### config.mk
export PLATFORM = sky130hd
export DESIGN_NAME = detect_arbiter
export DESIGN_NICKNAME = d
export VERILOG_FILES = /design/src/rtl/detarb_pkg.sv /design/src/rtl/detect_arbiter_rr_pick.sv /design/src/rtl/detect_arbiter.sv
export SDC_FILE = /design/constraint.sdc
export NUM_CORES = 1
export LEC_CHECK = 0
export BUFFER_PORTS_ARGS = -buffer_cell sky130_fd_sc_hd__buf_2
export CORE_ASPECT_RATIO = 2
export CORE_MARGIN = 3
export CORE_UTILIZATION = 51
export DETAILED_ROUTE_END_ITERATION = 16
export PLACE_DENSITY = 0.77
export SYNTH_ARGS = -nofsm -noshare
export SYNTH_HDL_FRONTEND = slang
export SYNTH_SLANG_ARGS = --single-unit
### constraint.sdc
create_clock -name clk -period 2.25 [get_ports clk]
set_input_delay 0.45 -clock clk [delete_from_list [all_inputs] [get_ports clk]]
set_output_delay 0.45 -clock clk [all_outputs]
set_load 0.005 [all_outputs]
### src/rtl/detarb_pkg.sv
// ============================================================================
// detarb_pkg
// Shared state encoding and hit-counter constants for detect_arbiter.
// Rev 1.0
// ============================================================================
`default_nettype none

package detarb_pkg;

    typedef enum logic [1:0] {
        S_IDLE    = 2'd0,
        S_CLEAR   = 2'd1,
        S_RUN     = 2'd2,
        S_RELEASE = 2'd3
    } detarb_state_e;

    localparam int                     C_HIT_CNT_W   = 8;
    localparam logic [C_HIT_CNT_W-1:0] C_HIT_CNT_MAX = 8'd255;

endpackage

`default_nettype wire

### src/rtl/detect_arbiter_rr_pick.sv
// ============================================================================
// rr_pick
// Combinational round-robin selector: first requester after 'last', wrapping.
// Rev 1.0
// ============================================================================
`default_nettype none

module rr_pick
    import detarb_pkg::*;
#(
    parameter int NREQ = 4
) (
    input  logic [NREQ-1:0]         req,
    input  logic [$clog2(NREQ)-1:0] last,
    output logic [NREQ-1:0]         pick,
    output logic [$clog2(NREQ)-1:0] pick_id
);

    localparam int IDW = $clog2(NREQ);

    logic [IDW-1:0] w_idx;
    logic           w_found;

    // Scan last+1, last+2, ... last+NREQ so the previous owner comes last.
    always_comb begin
        pick    = '0;
        pick_id = '0;
        w_found = 1'b0;
        w_idx   = '0;
        for (int i = 1; i <= NREQ; i++) begin
            w_idx = IDW'((int'(last) + i) % NREQ);
            if (!w_found && req[w_idx]) begin
                w_found       = 1'b1;
                pick[w_idx]   = 1'b1;
                pick_id       = w_idx;
            end
        end
    end

endmodule

`default_nettype wire

### src/rtl/detect_arbiter.sv
// ============================================================================
// detect_arbiter
// Round-robin sharing of one serial sequence detector among NREQ requesters.
// Optional hit counter enabled by defining DETARB_HIT_COUNT_EN.
// Rev 1.0
// ============================================================================
`default_nettype none

module detect_arbiter
    import detarb_pkg::*;
#(
    parameter int NREQ  = 4,
    parameter int BURST = 8
) (
    input  logic                     clk,
    input  logic                     reset,
    input  logic [NREQ-1:0]          req,
    input  logic [NREQ-1:0]          bit_in,
    input  logic                     det_z,
    output logic                     det_w,
    output logic                     det_reset,
    output logic [NREQ-1:0]          grant,
    output logic                     busy,
    output logic                     hit_valid,
    output logic [$clog2(NREQ)-1:0]  hit_id
`ifdef DETARB_HIT_COUNT_EN
    ,
    output logic [C_HIT_CNT_W-1:0]   hit_count
`endif
);

    localparam int             IDW        = $clog2(NREQ);
    localparam logic [7:0]     C_CNT_LAST = 8'(BURST - 1);
    localparam logic [IDW-1:0] C_LAST_RST = IDW'(NREQ - 1);

    detarb_state_e  r_state;
    detarb_state_e  w_state_nxt;
    logic [7:0]     r_cnt;
    logic [IDW-1:0] r_owner;
    logic [IDW-1:0] r_last;
    logic [IDW-1:0] r_hit_id;
    logic           r_hit_valid;
    logic           r_aborted;
    logic [NREQ-1:0] w_pick;
    logic [IDW-1:0] w_pick_id;
    logic           w_abort;
    logic           w_burst_end;
    logic           w_window;

    rr_pick #(
        .NREQ    (NREQ)
    ) u_rr_pick (
        .req     (req),
        .last    (r_last),
        .pick    (w_pick),
        .pick_id (w_pick_id)
    );

    always_comb begin
        w_abort     = (r_state == S_RUN) && !req[r_owner];
        w_burst_end = (r_state == S_RUN) && (r_cnt == C_CNT_LAST);
        // z lags the fed bit by one cycle; an aborted final bit is not reported.
        w_window    = ((r_state == S_RUN) && (r_cnt != 8'd0)) ||
                      ((r_state == S_RELEASE) && !r_aborted);
        w_state_nxt = r_state;
        grant       = '0;
        det_w       = 1'b0;
        det_reset   = 1'b0;
        busy        = (r_state != S_IDLE);
        case (r_state)
            S_IDLE: begin
                if (|w_pick) begin
                    w_state_nxt = S_CLEAR;
                end
            end
            S_CLEAR: begin
                det_reset   = 1'b1;
                w_state_nxt = S_RUN;
            end
            S_RUN: begin
                grant[r_owner] = 1'b1;
                det_w          = bit_in[r_owner];
                if (w_abort || w_burst_end) begin
                    w_state_nxt = S_RELEASE;
                end
            end
            S_RELEASE: begin
                w_state_nxt = S_IDLE;
            end
            default: begin
                w_state_nxt = S_IDLE;
            end
        endcase
    end

    always_ff @(posedge clk) begin
        if (reset) begin
            r_state     <= S_IDLE;
            r_cnt       <= 8'd0;
            r_owner     <= '0;
            r_last      <= C_LAST_RST;
            r_aborted   <= 1'b0;
            r_hit_valid <= 1'b0;
            r_hit_id    <= '0;
        end else begin
            r_state     <= w_state_nxt;
            r_hit_valid <= w_window & det_z;
            r_hit_id    <= r_owner;
            case (r_state)
                S_IDLE: begin
                    if (|w_pick) begin
                        r_owner <= w_pick_id;
                    end
                end
                S_CLEAR: begin
                    r_cnt     <= 8'd0;
                    r_aborted <= 1'b0;
                end
                S_RUN: begin
                    r_cnt     <= r_cnt + 8'd1;
                    r_aborted <= w_abort;
                end
                S_RELEASE: begin
                    r_last <= r_owner;
                end
                default: begin
                end
            endcase
        end
    end

    assign hit_valid = r_hit_valid;
    assign hit_id    = r_hit_id;

`ifdef DETARB_HIT_COUNT_EN
    logic [C_HIT_CNT_W-1:0] r_hit_count;

    always_ff @(posedge clk) begin
        if (reset) begin
            r_hit_count <= '0;
        end else if (r_state == S_CLEAR) begin
            r_hit_count <= '0;
        end else if (r_hit_valid && (r_hit_count != C_HIT_CNT_MAX)) begin
            r_hit_count <= r_hit_count + 1'b1;
        end
    end

    assign hit_count = r_hit_count;
`endif

endmodule

`default_nettype wire

==> flow_summary_export.csv <==
group,metric,value,unit
synthesis,ys_ff_latch,18,
sta,maxSlewViolCount,0,
clock_tree,cts.sinks,18,
finish,postLayoutCellArea,0.00152,mm²
sta,setup_viol,0,
synthesis,syn-mean-instance-area,9.22,µm²
setup_path,ff2ff_setup_slack,120,ps
drt,routed_via_density,5.97,
sta,max-slew-margin-rel,79.5,%
run_status,status,"complete, no violations",
drt,remaining_drc_errors,0,
global_route,antenna_found_initial,0,
finish,drive_above_1_share,22.0,%
floorplanning,start_util,53.5,%
clock_tree,h-tree-depth,1,
placed_design,place_congestion,0.873,
clock_tree,cts_made_buffers,3,
setup_path,startpoint_type,"register",
finish,multiInputGateArea,893,µm²
setup_path,cp-end-kind,"register",
global_route,grt_pass1_vias,1109,
drt,first_iter_violations,20,
floorplanning,die_w,42.7,µm
sta,worst_pin_slew,304,ps
sta,max_freq,470,MHz
clock_tree,clkLatencyLatePin,250,ps
clock_tree,cts_buffer_depth,2,
drt,wl_per_cell,15.1,µm
setup_path,cp_slowest_stage_delay,340,ps
floorplanning,rows,26,
finish,area_delta_synth_final,10.7,%
worst_hold_path,hp-class,"primary input to register",
finish,nFillCells,234,
job,maxCapViolations,0,
finish,antenna_cells,0,
synthesis,synthArstFlopShare,0,%
drt,num_vias,1171,
drt,final_antenna_net_count,0,
setup_path,path_buf_inv,2,
sta,min_period,2130,ps
setup_path,cp_top_family,"compound AO/OA/AOI/OAI gates",
finish,fin_nets,196,
clock_tree,cts_root_buffer,"clkbuf_8",
synthesis,syn_inst,149,
finish,regArea,362,µm²
synthesis,ys.flop_type,"dfxtp_1",
global_route,grt.total_usage,19.1,%
synthesis,syn_nets,175,
floorplanning,io_pins,21,
synthesis,synth-edff-count,0,
pwr,p_per_area,871,mW/mm²
synthesis,yosysSeqAreaShare,26.2,%
synthesis,synthDistinctLibCells,41,
drt,routed_wl,2970,µm
clock_tree,cts_tree,"yes",
floorplanning,coreArea,0.00257,mm²
global_route,grt_pass1_wl,4950,µm
sta,hold_viol,0,
placed_design,dpl.hpwl,2380,µm
clock_tree,cts_hold_buf,0,
setup_path,cp_slowest_cell,"mux4_2",
sta,clock_skew,3.31,ps
clock_tree,cts.repair.resized,0,
pwr,ir_drop,0.471,mV
global_route,gr-total-overflow,0,
placed_design,io_buffers,20,
global_route,grt_max_degree,17,
floorplanning,dieArea,0.00339,mm²
synthesis,syn_area,0.00137,mm²
setup_path,path_max_fanout,7,
pwr,leakagePower,0.675,nW
clock_tree,clk_pin_slew,60,ps
setup_path,arrival,2310,ps
drt,first_pass_iters,4,
placed_design,placed_cell_area,0.00148,mm²
setup_path,crit_required,2440,ps
floorplanning,die_h,79.4,µm
clock_tree,post-cts-setup-buffers,0,
setup_path,critPathKind,"register to register",
synthesis,yosys_warnings,0,
sta,finalCritPeriodShare,94.5,%
sta,rsz0062_at_grt,"false",
setup_path,crit_chain,"inv_1 -> ha_1 -> buf_4 -> mux4_2 -> o41a_4 -> a31oi_1 -> a32o_2 -> mux2i_1",
sta,setup_tns,0,ps
-- cell type report --
type / instances / share of cell area, %
clock buffer: 3 / 2.71
tap: 28 / 2.30
timing repair buffer: 25 / 9.05
sequential: 18 / 23.8
inverter: 14 / 3.45
multi-input combinational: 108 / 58.7
-- logic make-up after synthesis --
family / count (synthesis) / synth area share (%)
flip-flops: 18 / 26.2
AND/OR/NAND/NOR: 50 / 18.2
multiplexers: 11 / 14.4
adder cells (fa/ha/maj): 15 / 13.7
XOR/XNOR: 4 / 2.55
AO/OA/AOI/OAI: 28 / 16.1
buffers and inverters: 23 / 8.83
-- metal layers --
| layer | wire [µm] | global-route usage (%) |
|---|---|---|
| met2 | 1550 | 32.5 |
| met4 | 159 | 15.0 |
| met5 | 0 | 0 |
| met1 | 1110 | 19.5 |
| met3 | 143 | 3.84 |
-- path summary, 6_finish.rpt --
kind	endpoint	from	depth (start not counted)
max	r_state[1]	r_last[0]	8
min	hit_valid	det_z	2
max reg2reg	r_state[1]	r_last[0]	8
min reg2reg	r_aborted	r_aborted	2
-- registers in the layout (all words and copies together) (netlist names) --
name	count
hit_id	2
hit_valid	1
r_aborted	1
r_cnt	8
r_last	2
r_owner	2
r_state	2
-- through the flow --
step	setup WS, ps	std cells	util (%)	total power, W	hold slack (ps)
2_1_floorplan	11.9	149	-	0.000930	444
3_3_place_gp	228	193	57.6	0.00108	463
3_5_place_dp	130	193	57.6	0.00111	487
4_1_cts	119	196	59.2	0.00133	418
5_1_grt	39.7	196	59.2	0.00142	444
6_report	124	196	59.2	0.00133	423
-- layout by cell type (no fill, tap or decap), types with 2 or more instances in the layout --
cell type and count:
a221oi_1 2, nor3_1 3, buf_2 20, a31oi_1 3, a21oi_1 7, mux4_2 3
ha_1 15, o21ai_0 2, clkbuf_8 3, nand4_1 3, a211oi_1 3, xor2_1 3
nor2_1 16, o211ai_1 3, mux2i_1 4, nor4_1 2, or3_1 2, nand2_1 9
nor2b_1 2, nor3b_1 2, dfxtp_1 17, inv_1 14, nand2b_1 4, nand3_1 3
mux4_1 3, buf_4 5
-- Yosys cell counts (all sizes together) (3+ instances only) --
cell type | n | area, µm²
a211oi | 4 | 35.0
a21oi | 7 | 35.0
a31oi | 3 | 18.8
buf | 6 | 57.6
clkbuf | 3 | 11.3
dfxtp | 18 | 360
ha | 15 | 188
inv | 14 | 52.6
mux2i | 4 | 40.0
mux4 | 6 | 146
nand2 | 9 | 33.8
nand2b | 4 | 25.0
nand3 | 3 | 15.0
nand4 | 3 | 18.8
nor2 | 16 | 60.1
nor3 | 3 | 15.0
o211ai | 3 | 22.5
xor2 | 3 | 26.3
-- where the power goes --
| group | internal, W | switching (W) | total, W |
|---|---|---|---|
| sequential | 0.000367 | 0.0000393 | 0.000407 |
| combinational | 0.000321 | 0.000377 | 0.000698 |
| clock | 0.000119 | 0.000102 | 0.000221 |
Note: power is estimated with default switching activity, not from simulation.
